===== config.mk =====
export PLATFORM = sky130hd
export DESIGN_NAME = im_loader_flat
export DESIGN_NICKNAME = d
export VERILOG_FILES = /design/src/rtl/im_loader_if.sv /design/src/rtl/im_loader.sv /design/src/flat_wrapper.sv
export SDC_FILE = /design/constraint.sdc
export NUM_CORES = 1
export LEC_CHECK = 0
export ABC_AREA = 0
export CORE_ASPECT_RATIO = 0.8
export CORE_UTILIZATION = 35
export CTS_BUF_LIST = sky130_fd_sc_hd__clkbuf_16
export CTS_CLUSTER_DIAMETER = 80
export DETAILED_ROUTE_END_ITERATION = 8
export HOLD_SLACK_MARGIN = 0.08
export PLACE_DENSITY = 0.86
export SKIP_CTS_REPAIR_TIMING = 1
export SLEW_MARGIN = 5
export SYNTH_ARGS = -nofsm -noshare
export SYNTH_HDL_FRONTEND = slang
export SYNTH_SLANG_ARGS = --single-unit

===== constraint.sdc =====
create_clock -name im_loader_clk -period 1.6 [get_ports im_loader_clk]
set_input_delay 0.32 -clock im_loader_clk [delete_from_list [all_inputs] [get_ports im_loader_clk]]
set_output_delay 0.32 -clock im_loader_clk [all_outputs]
set_load 0.03 [all_outputs]

===== src/rtl/im_loader_if.sv =====
// Loader-side bus: host handshake in, instruction memory write port
// and cpu control/status out.
interface im_loader_if #(
    parameter int WORDSIZE         = 64,
    parameter int INSTRUCTION_SIZE = 32,
    parameter int DEPTH            = 256
);
    localparam int CW = $clog2(DEPTH) + 1;

    logic                        im_loader_start;
    logic [INSTRUCTION_SIZE-1:0] im_loader_in_data;
    logic                        im_loader_in_valid;
    logic                        im_loader_in_last;
    logic                        im_loader_in_ready;
    logic                        im_loader_im_we;
    logic [WORDSIZE-1:0]         im_loader_im_addr;
    logic [INSTRUCTION_SIZE-1:0] im_loader_im_data;
    logic                        im_loader_cpu_hold;
    logic                        im_loader_done;
    logic                        im_loader_full;
    logic [CW-1:0]               im_loader_count;
    logic                        im_loader_err;

    modport master (
        output im_loader_start,
        output im_loader_in_data,
        output im_loader_in_valid,
        output im_loader_in_last,
        input  im_loader_in_ready,
        input  im_loader_im_we,
        input  im_loader_im_addr,
        input  im_loader_im_data,
        input  im_loader_cpu_hold,
        input  im_loader_done,
        input  im_loader_full,
        input  im_loader_count,
        input  im_loader_err
    );

    modport slave (
        input  im_loader_start,
        input  im_loader_in_data,
        input  im_loader_in_valid,
        input  im_loader_in_last,
        output im_loader_in_ready,
        output im_loader_im_we,
        output im_loader_im_addr,
        output im_loader_im_data,
        output im_loader_cpu_hold,
        output im_loader_done,
        output im_loader_full,
        output im_loader_count,
        output im_loader_err
    );
endinterface


===== src/rtl/im_loader.sv =====
// Streams instruction words into IMEM and holds the cpu until loaded.
// Define IM_LOADER_CHECKSUM_EN to add a trailing checksum word check.
module im_loader #(
    parameter int                  WORDSIZE         = 64,
    parameter int                  INSTRUCTION_SIZE = 32,
    parameter int                  DEPTH            = 256,
    parameter logic [WORDSIZE-1:0] BASE_ADDR        = '0
) (
    input logic        im_loader_clk,
    input logic        im_loader_rst_n,
    im_loader_if.slave bus
);
    localparam int CW = $clog2(DEPTH) + 1;

`ifdef IM_LOADER_CHECKSUM_EN
    typedef enum logic [2:0] {
        S_IDLE, S_LOAD, S_CSUM, S_DONE, S_ERR
    } state_t;
`else
    typedef enum logic [1:0] {
        S_IDLE, S_LOAD, S_DONE
    } state_t;
`endif

    state_t                      r_state;
    state_t                      w_next;
    logic                        r_we;
    logic [WORDSIZE-1:0]         r_addr;
    logic [INSTRUCTION_SIZE-1:0] r_data;
    logic [CW-1:0]               r_count;
    logic                        r_full;

    logic w_accept;
    logic w_at_depth;
    logic w_end;
    logic w_restart;

    assign w_accept   = bus.im_loader_in_valid && (r_state == S_LOAD);
    assign w_at_depth = (r_count == CW'(DEPTH - 1));
    assign w_end      = w_accept && (bus.im_loader_in_last || w_at_depth);
    assign w_restart  = bus.im_loader_start && (r_state != S_LOAD)
`ifdef IM_LOADER_CHECKSUM_EN
                        && (r_state != S_CSUM)
`endif
                        ;

`ifdef IM_LOADER_CHECKSUM_EN
    logic [INSTRUCTION_SIZE-1:0] r_sum;
    logic                        w_sum_ok;
    assign w_sum_ok = (bus.im_loader_in_data == r_sum);
`endif

    always_ff @(posedge im_loader_clk or negedge im_loader_rst_n) begin
        if (!im_loader_rst_n) begin
            r_state <= S_IDLE;
        end else begin
            r_state <= w_next;
        end
    end

    always_comb begin
        w_next = r_state;
        unique case (r_state)
            S_IDLE: begin
                if (bus.im_loader_start) w_next = S_LOAD;
            end
            S_LOAD: begin
`ifdef IM_LOADER_CHECKSUM_EN
                if (w_end) w_next = S_CSUM;
`else
                if (w_end) w_next = S_DONE;
`endif
            end
`ifdef IM_LOADER_CHECKSUM_EN
            S_CSUM: begin
                if (bus.im_loader_in_valid)
                    w_next = w_sum_ok ? S_DONE : S_ERR;
            end
            S_ERR: begin
                if (bus.im_loader_start) w_next = S_LOAD;
            end
`endif
            S_DONE: begin
                if (bus.im_loader_start) w_next = S_LOAD;
            end
            default: w_next = S_IDLE;
        endcase
    end

    // Write port is registered: word k lands one cycle after acceptance.
    always_ff @(posedge im_loader_clk or negedge im_loader_rst_n) begin
        if (!im_loader_rst_n) begin
            r_we    <= 1'b0;
            r_addr  <= BASE_ADDR;
            r_data  <= '0;
            r_count <= '0;
            r_full  <= 1'b0;
        end else begin
            r_we <= w_accept;
            if (w_restart) begin
                r_count <= '0;
                r_full  <= 1'b0;
            end else if (w_accept) begin
                r_addr  <= BASE_ADDR + (WORDSIZE'(r_count) << 2);
                r_data  <= bus.im_loader_in_data;
                r_count <= r_count + 1'b1;
                if (w_at_depth && !bus.im_loader_in_last)
                    r_full <= 1'b1;
            end
        end
    end

`ifdef IM_LOADER_CHECKSUM_EN
    always_ff @(posedge im_loader_clk or negedge im_loader_rst_n) begin
        if (!im_loader_rst_n) begin
            r_sum <= '0;
        end else if (w_restart) begin
            r_sum <= '0;
        end else if (w_accept) begin
            r_sum <= r_sum + bus.im_loader_in_data;
        end
    end

    assign bus.im_loader_in_ready = (r_state == S_LOAD)
                                 || (r_state == S_CSUM);
    assign bus.im_loader_err      = (r_state == S_ERR);
`else
    assign bus.im_loader_in_ready = (r_state == S_LOAD);
    assign bus.im_loader_err      = 1'b0;
`endif

    assign bus.im_loader_im_we    = r_we;
    assign bus.im_loader_im_addr  = r_addr;
    assign bus.im_loader_im_data  = r_data;
    assign bus.im_loader_cpu_hold = (r_state != S_DONE);
    assign bus.im_loader_done     = (r_state == S_DONE);
    assign bus.im_loader_full     = r_full;
    assign bus.im_loader_count    = r_count;
endmodule


===== src/flat_wrapper.sv =====
// flat-port wrapper written by rule: the top's interface ports become plain ports
module im_loader_flat 
#(
    parameter int                  WORDSIZE         = 64,
    parameter int                  INSTRUCTION_SIZE = 32,
    parameter int                  DEPTH            = 256,
    parameter logic [WORDSIZE-1:0] BASE_ADDR        = '0
)
  (im_loader_clk, im_loader_rst_n, bus_im_loader_start, bus_im_loader_in_data, bus_im_loader_in_valid, bus_im_loader_in_last, bus_im_loader_in_ready, bus_im_loader_im_we, bus_im_loader_im_addr, bus_im_loader_im_data, bus_im_loader_cpu_hold, bus_im_loader_done, bus_im_loader_full, bus_im_loader_count, bus_im_loader_err);
  im_loader_if #(.WORDSIZE(WORDSIZE), .INSTRUCTION_SIZE(INSTRUCTION_SIZE), .DEPTH(DEPTH)) bus_i ();
  input logic im_loader_clk;
  input logic im_loader_rst_n;
  input wire logic [$bits(bus_i.im_loader_start)-1:0] bus_im_loader_start;
  input wire logic [$bits(bus_i.im_loader_in_data)-1:0] bus_im_loader_in_data;
  input wire logic [$bits(bus_i.im_loader_in_valid)-1:0] bus_im_loader_in_valid;
  input wire logic [$bits(bus_i.im_loader_in_last)-1:0] bus_im_loader_in_last;
  output wire logic [$bits(bus_i.im_loader_in_ready)-1:0] bus_im_loader_in_ready;
  output wire logic [$bits(bus_i.im_loader_im_we)-1:0] bus_im_loader_im_we;
  output wire logic [$bits(bus_i.im_loader_im_addr)-1:0] bus_im_loader_im_addr;
  output wire logic [$bits(bus_i.im_loader_im_data)-1:0] bus_im_loader_im_data;
  output wire logic [$bits(bus_i.im_loader_cpu_hold)-1:0] bus_im_loader_cpu_hold;
  output wire logic [$bits(bus_i.im_loader_done)-1:0] bus_im_loader_done;
  output wire logic [$bits(bus_i.im_loader_full)-1:0] bus_im_loader_full;
  output wire logic [$bits(bus_i.im_loader_count)-1:0] bus_im_loader_count;
  output wire logic [$bits(bus_i.im_loader_err)-1:0] bus_im_loader_err;
  assign bus_i.im_loader_start = bus_im_loader_start;
  assign bus_i.im_loader_in_data = bus_im_loader_in_data;
  assign bus_i.im_loader_in_valid = bus_im_loader_in_valid;
  assign bus_i.im_loader_in_last = bus_im_loader_in_last;
  assign bus_im_loader_in_ready = bus_i.im_loader_in_ready;
  assign bus_im_loader_im_we = bus_i.im_loader_im_we;
  assign bus_im_loader_im_addr = bus_i.im_loader_im_addr;
  assign bus_im_loader_im_data = bus_i.im_loader_im_data;
  assign bus_im_loader_cpu_hold = bus_i.im_loader_cpu_hold;
  assign bus_im_loader_done = bus_i.im_loader_done;
  assign bus_im_loader_full = bus_i.im_loader_full;
  assign bus_im_loader_count = bus_i.im_loader_count;
  assign bus_im_loader_err = bus_i.im_loader_err;
  im_loader #(.WORDSIZE(WORDSIZE), .INSTRUCTION_SIZE(INSTRUCTION_SIZE), .DEPTH(DEPTH), .BASE_ADDR(BASE_ADDR)) u_core (.im_loader_clk(im_loader_clk), .im_loader_rst_n(im_loader_rst_n), .bus(bus_i));
endmodule

==> flow_summary_export.csv <==
group,metric,value,unit
power,p_leak,0.002558,µW
placement,io_buffers,91,
finish,final_core_util,52.72,%
global_route,grt.total_usage,14.21,%
floorplan,die-area,7750,µm²
cts,clock_latency,0.28,ns
power,sw_frac_of_total,42.73,%
run_status,status,"complete, but fails checks",
logic_synthesis,syn_avg_cell_area,8.962,µm²
run_status,violations,"design-rule violations",
worst_setup_path,critical_path_class,"register to output pin",
power,ir_drop,0.7546,mV
job,max-cap-violations,0,
cts,clk_pin_slew,0.06,ns
worst_setup_path,arrival,1.12,ns
power,intPower,3542,µW
floorplan,ios,148,
power,combPwrFrac,50.4,%
power,seqPwrFrac,33.7,%
worst_setup_path,endpoint,"bus_im_loader_cpu_hold",
routing,drt_iter0_drc,72,
worst_setup_path,crit_path_start_kind,"register",
finish,layout_common_cells,"nand2_1 (123), conb_1 (56), dfrtp_1 (54), dlymetal6s2s_1 (52), clkdlybuf4s50_1 (35)",
finish,multi_input_area,948.4,µm²
finish,antenna_cells,0,
worst_setup_path,max_stage_delay,0.41,ns
cts,cts_root_buf,"clkbuf_16",
timing,fmax,0.6928,GHz
logic_synthesis,yosysSeqAreaShare,52.17,%
routing,ant_nets,0,
global_route,overflow,0,
timing,rsz0062_at_grt,"no",
worst_setup_path,r2r_end,"u_core.r_state[0]",
floorplan,start_util,36.86,%
routing,drt_wl_total,5623,µm
finish,regArea,1351,µm²
finish,fillers,643,
timing,post-route-period-util,90.21,%
cts,cts_sinks,54,
worst_setup_path,reg2reg_depth,7,
finish,syn_to_final_growth,43.04,%
floorplan,rows,27,
routing,via_count,2001,
routing,wl_per_cell,11.79,µm
worst_setup_path,worstPathRequired,1.28,ns
cts,clk_path_buf_depth,2,
finish,drive_gt1_share,7.179,%
global_route,grt_pass1_vias,1843,
timing,holdWs,0.4663,ns
logic_synthesis,synthDistinctLibCells,32,
power,pwr_density_cell,1669,nW/µm²
placement,place_hpwl,4131,µm
logic_synthesis,ys.flop_type,"dfrtp_1",
hold_path,holdCritPathClass,"register to register",
finish,fin_nets,430,
cts,htreeDepth,2,
floorplan,core,7027,µm²
global_route,antenna_found_initial,0,
logic_synthesis,synth_seq_cells,54,
logic_synthesis,postSynthCellCount,289,
logic_synthesis,synthArstFlopShare,100.0,%
worst_setup_path,critPathSlowestCell,"dfrtp_1",
floorplan,die_x,98.18,µm
worst_setup_path,r2r_start,"u_core.bus.im_loader_count[1]",
timing,skew,0.003001,ns
timing,fin_crit,1.443,ns
cts,cts_tree,"done",
logic_synthesis,synth_edf_count,0,
global_route,grt_pass1_wl,8756,µm
worst_setup_path,crit_fanout,5,
worst_setup_path,crit_start,"u_core.r_state[0]",
cts,cts_buffers,5,
worst_setup_path,reg2reg_setup_slack,0.17,ns
global_route,grt_max_degree,55,
worst_setup_path,cp_cell_sequence,"nor2b_1 > inv_1 > buf_4",
logic_synthesis,yosysWarnings,0,
worst_setup_path,end_kind,"output pin",
logic_synthesis,syn_area,2590,µm²
placement,gp_congestion,0.8328,
floorplan,die_h,78.94,µm
timing,setup_violations,0,
routing,firstDrtPassIters,8,
power,p_switching,2642,µW
power,clockPowerShare,15.8,%
timing,hold_viol_final,0,
finish,layout_commonest_cell,"nand2_1",
routing,viasPerCell,4.195,
timing,drv_slew,0,
routing,route.detailed.drc,10,
## sequential cells by signal (all words and copies together) (netlist names)
signal / cells
u_core.bus.im_loader_count: 9
u_core.bus.im_loader_full: 1
u_core.bus.im_loader_im_addr: 9
u_core.bus.im_loader_im_data: 32
u_core.bus.im_loader_im_we: 1
u_core.r_state: 2
## worst min-delay path by stage
stage / start / slack (ns) / to / depth (start not counted)
global route: u_core.bus.im_loader_im_data[15] / 0.49 / u_core.bus.im_loader_im_data[15] / 2
global placement: im_loader_rst_n / 0.33 / u_core.bus.im_loader_im_data[4] / 2
finish: u_core.bus.im_loader_im_addr[6] / 0.47 / u_core.bus.im_loader_im_addr[6] / 2
floorplan: im_loader_rst_n / 0.02 / u_core.bus.im_loader_count[0] / 0
detailed placement: im_loader_rst_n / 0.34 / u_core.bus.im_loader_full / 2
CTS: im_loader_rst_n / 0.03 / u_core.bus.im_loader_full / 2
## worst max-delay path, delay by kind of cell, from the launching register on
family        cells  cell delay (ns)
flops             1             0.41
simple gates      1             0.19
buf+inv           2             0.25
## routing by layer
layer / vias to the layer above / wire [µm] / track usage (%)
met4: 0 / 19 / 2.239
met1: 927 / 2414 / 17.82
li1: 985 / - / -
met5: - / 0 / 0
met3: 2 / 498 / 5.370
met2: 87 / 2690 / 23.87
## cell usage after synthesis (all sizes together) (2+ instances only)
cell | number | area, µm²
xnor2 | 2 | 17.52
dfrtp | 54 | 1351
xor2 | 2 | 17.52
buf | 62 | 466.7
o21ai | 6 | 30.03
ha | 2 | 25.02
nand2 | 124 | 473.0
inv | 5 | 18.76
clkbuf | 3 | 11.26
nor3 | 2 | 10.01
nor2 | 9 | 38.79
nand4 | 3 | 18.77
## cell families (layout without fill, tap and decap cells)
logic type      after synthesis  after routing  share of synthesized area [%]
mux                           2              2                         0.8212
compound gates               11             11                          2.561
simple gates                145            145                          22.80
other cells                   1             56                         0.1448
buf+inv                      70            116                          19.18
xor+xnor                      4              4                          1.353
fa+ha+maj                     2              2                         0.9660
flops                        54             54                          52.17
## layout make-up
class	count	share of cell area [%]
Sequential cell	54	36.47
Timing Repair Buffer	105	31.00
Multi-Input combinational cell	220	25.60
Clock buffer	5	3.377
Tap cell	87	2.938
Inverter	5	0.5066
Clock inverter	1	0.1013
## power by group through the flow
stage	clock network, µW	registers [µW]	logic [µW]
2_1_floorplan	0	3030	1080
3_3_place_gp	0	2110	3140
3_5_place_dp	0	2130	3210
4_1_cts	1020	2110	3220
5_1_grt	1090	2160	3330
6_report	978	2090	3120
## through the flow
| step | total power, µW | std cells | TNS (ns) | instance area (µm²) | setup slack [ns] |
|---|---|---|---|---|---|
| CTS | 6349 | 476 | -2.275 | 3565 | -0.1818 |
| detailed placement | 5340 | 470 | -0.06231 | 3436 | -0.03427 |
| floorplan | 4104 | 344 | 0 | 2796 | 0.09859 |
| finish | 6184 | 477 | 0 | 3705 | 0.1566 |
| global placement | 5249 | 470 | 0 | 3436 | 0.03305 |
| global route | 6575 | 477 | 0 | 3705 | 0.04284 |
Note: power is estimated with default switching activity, not from simulation.
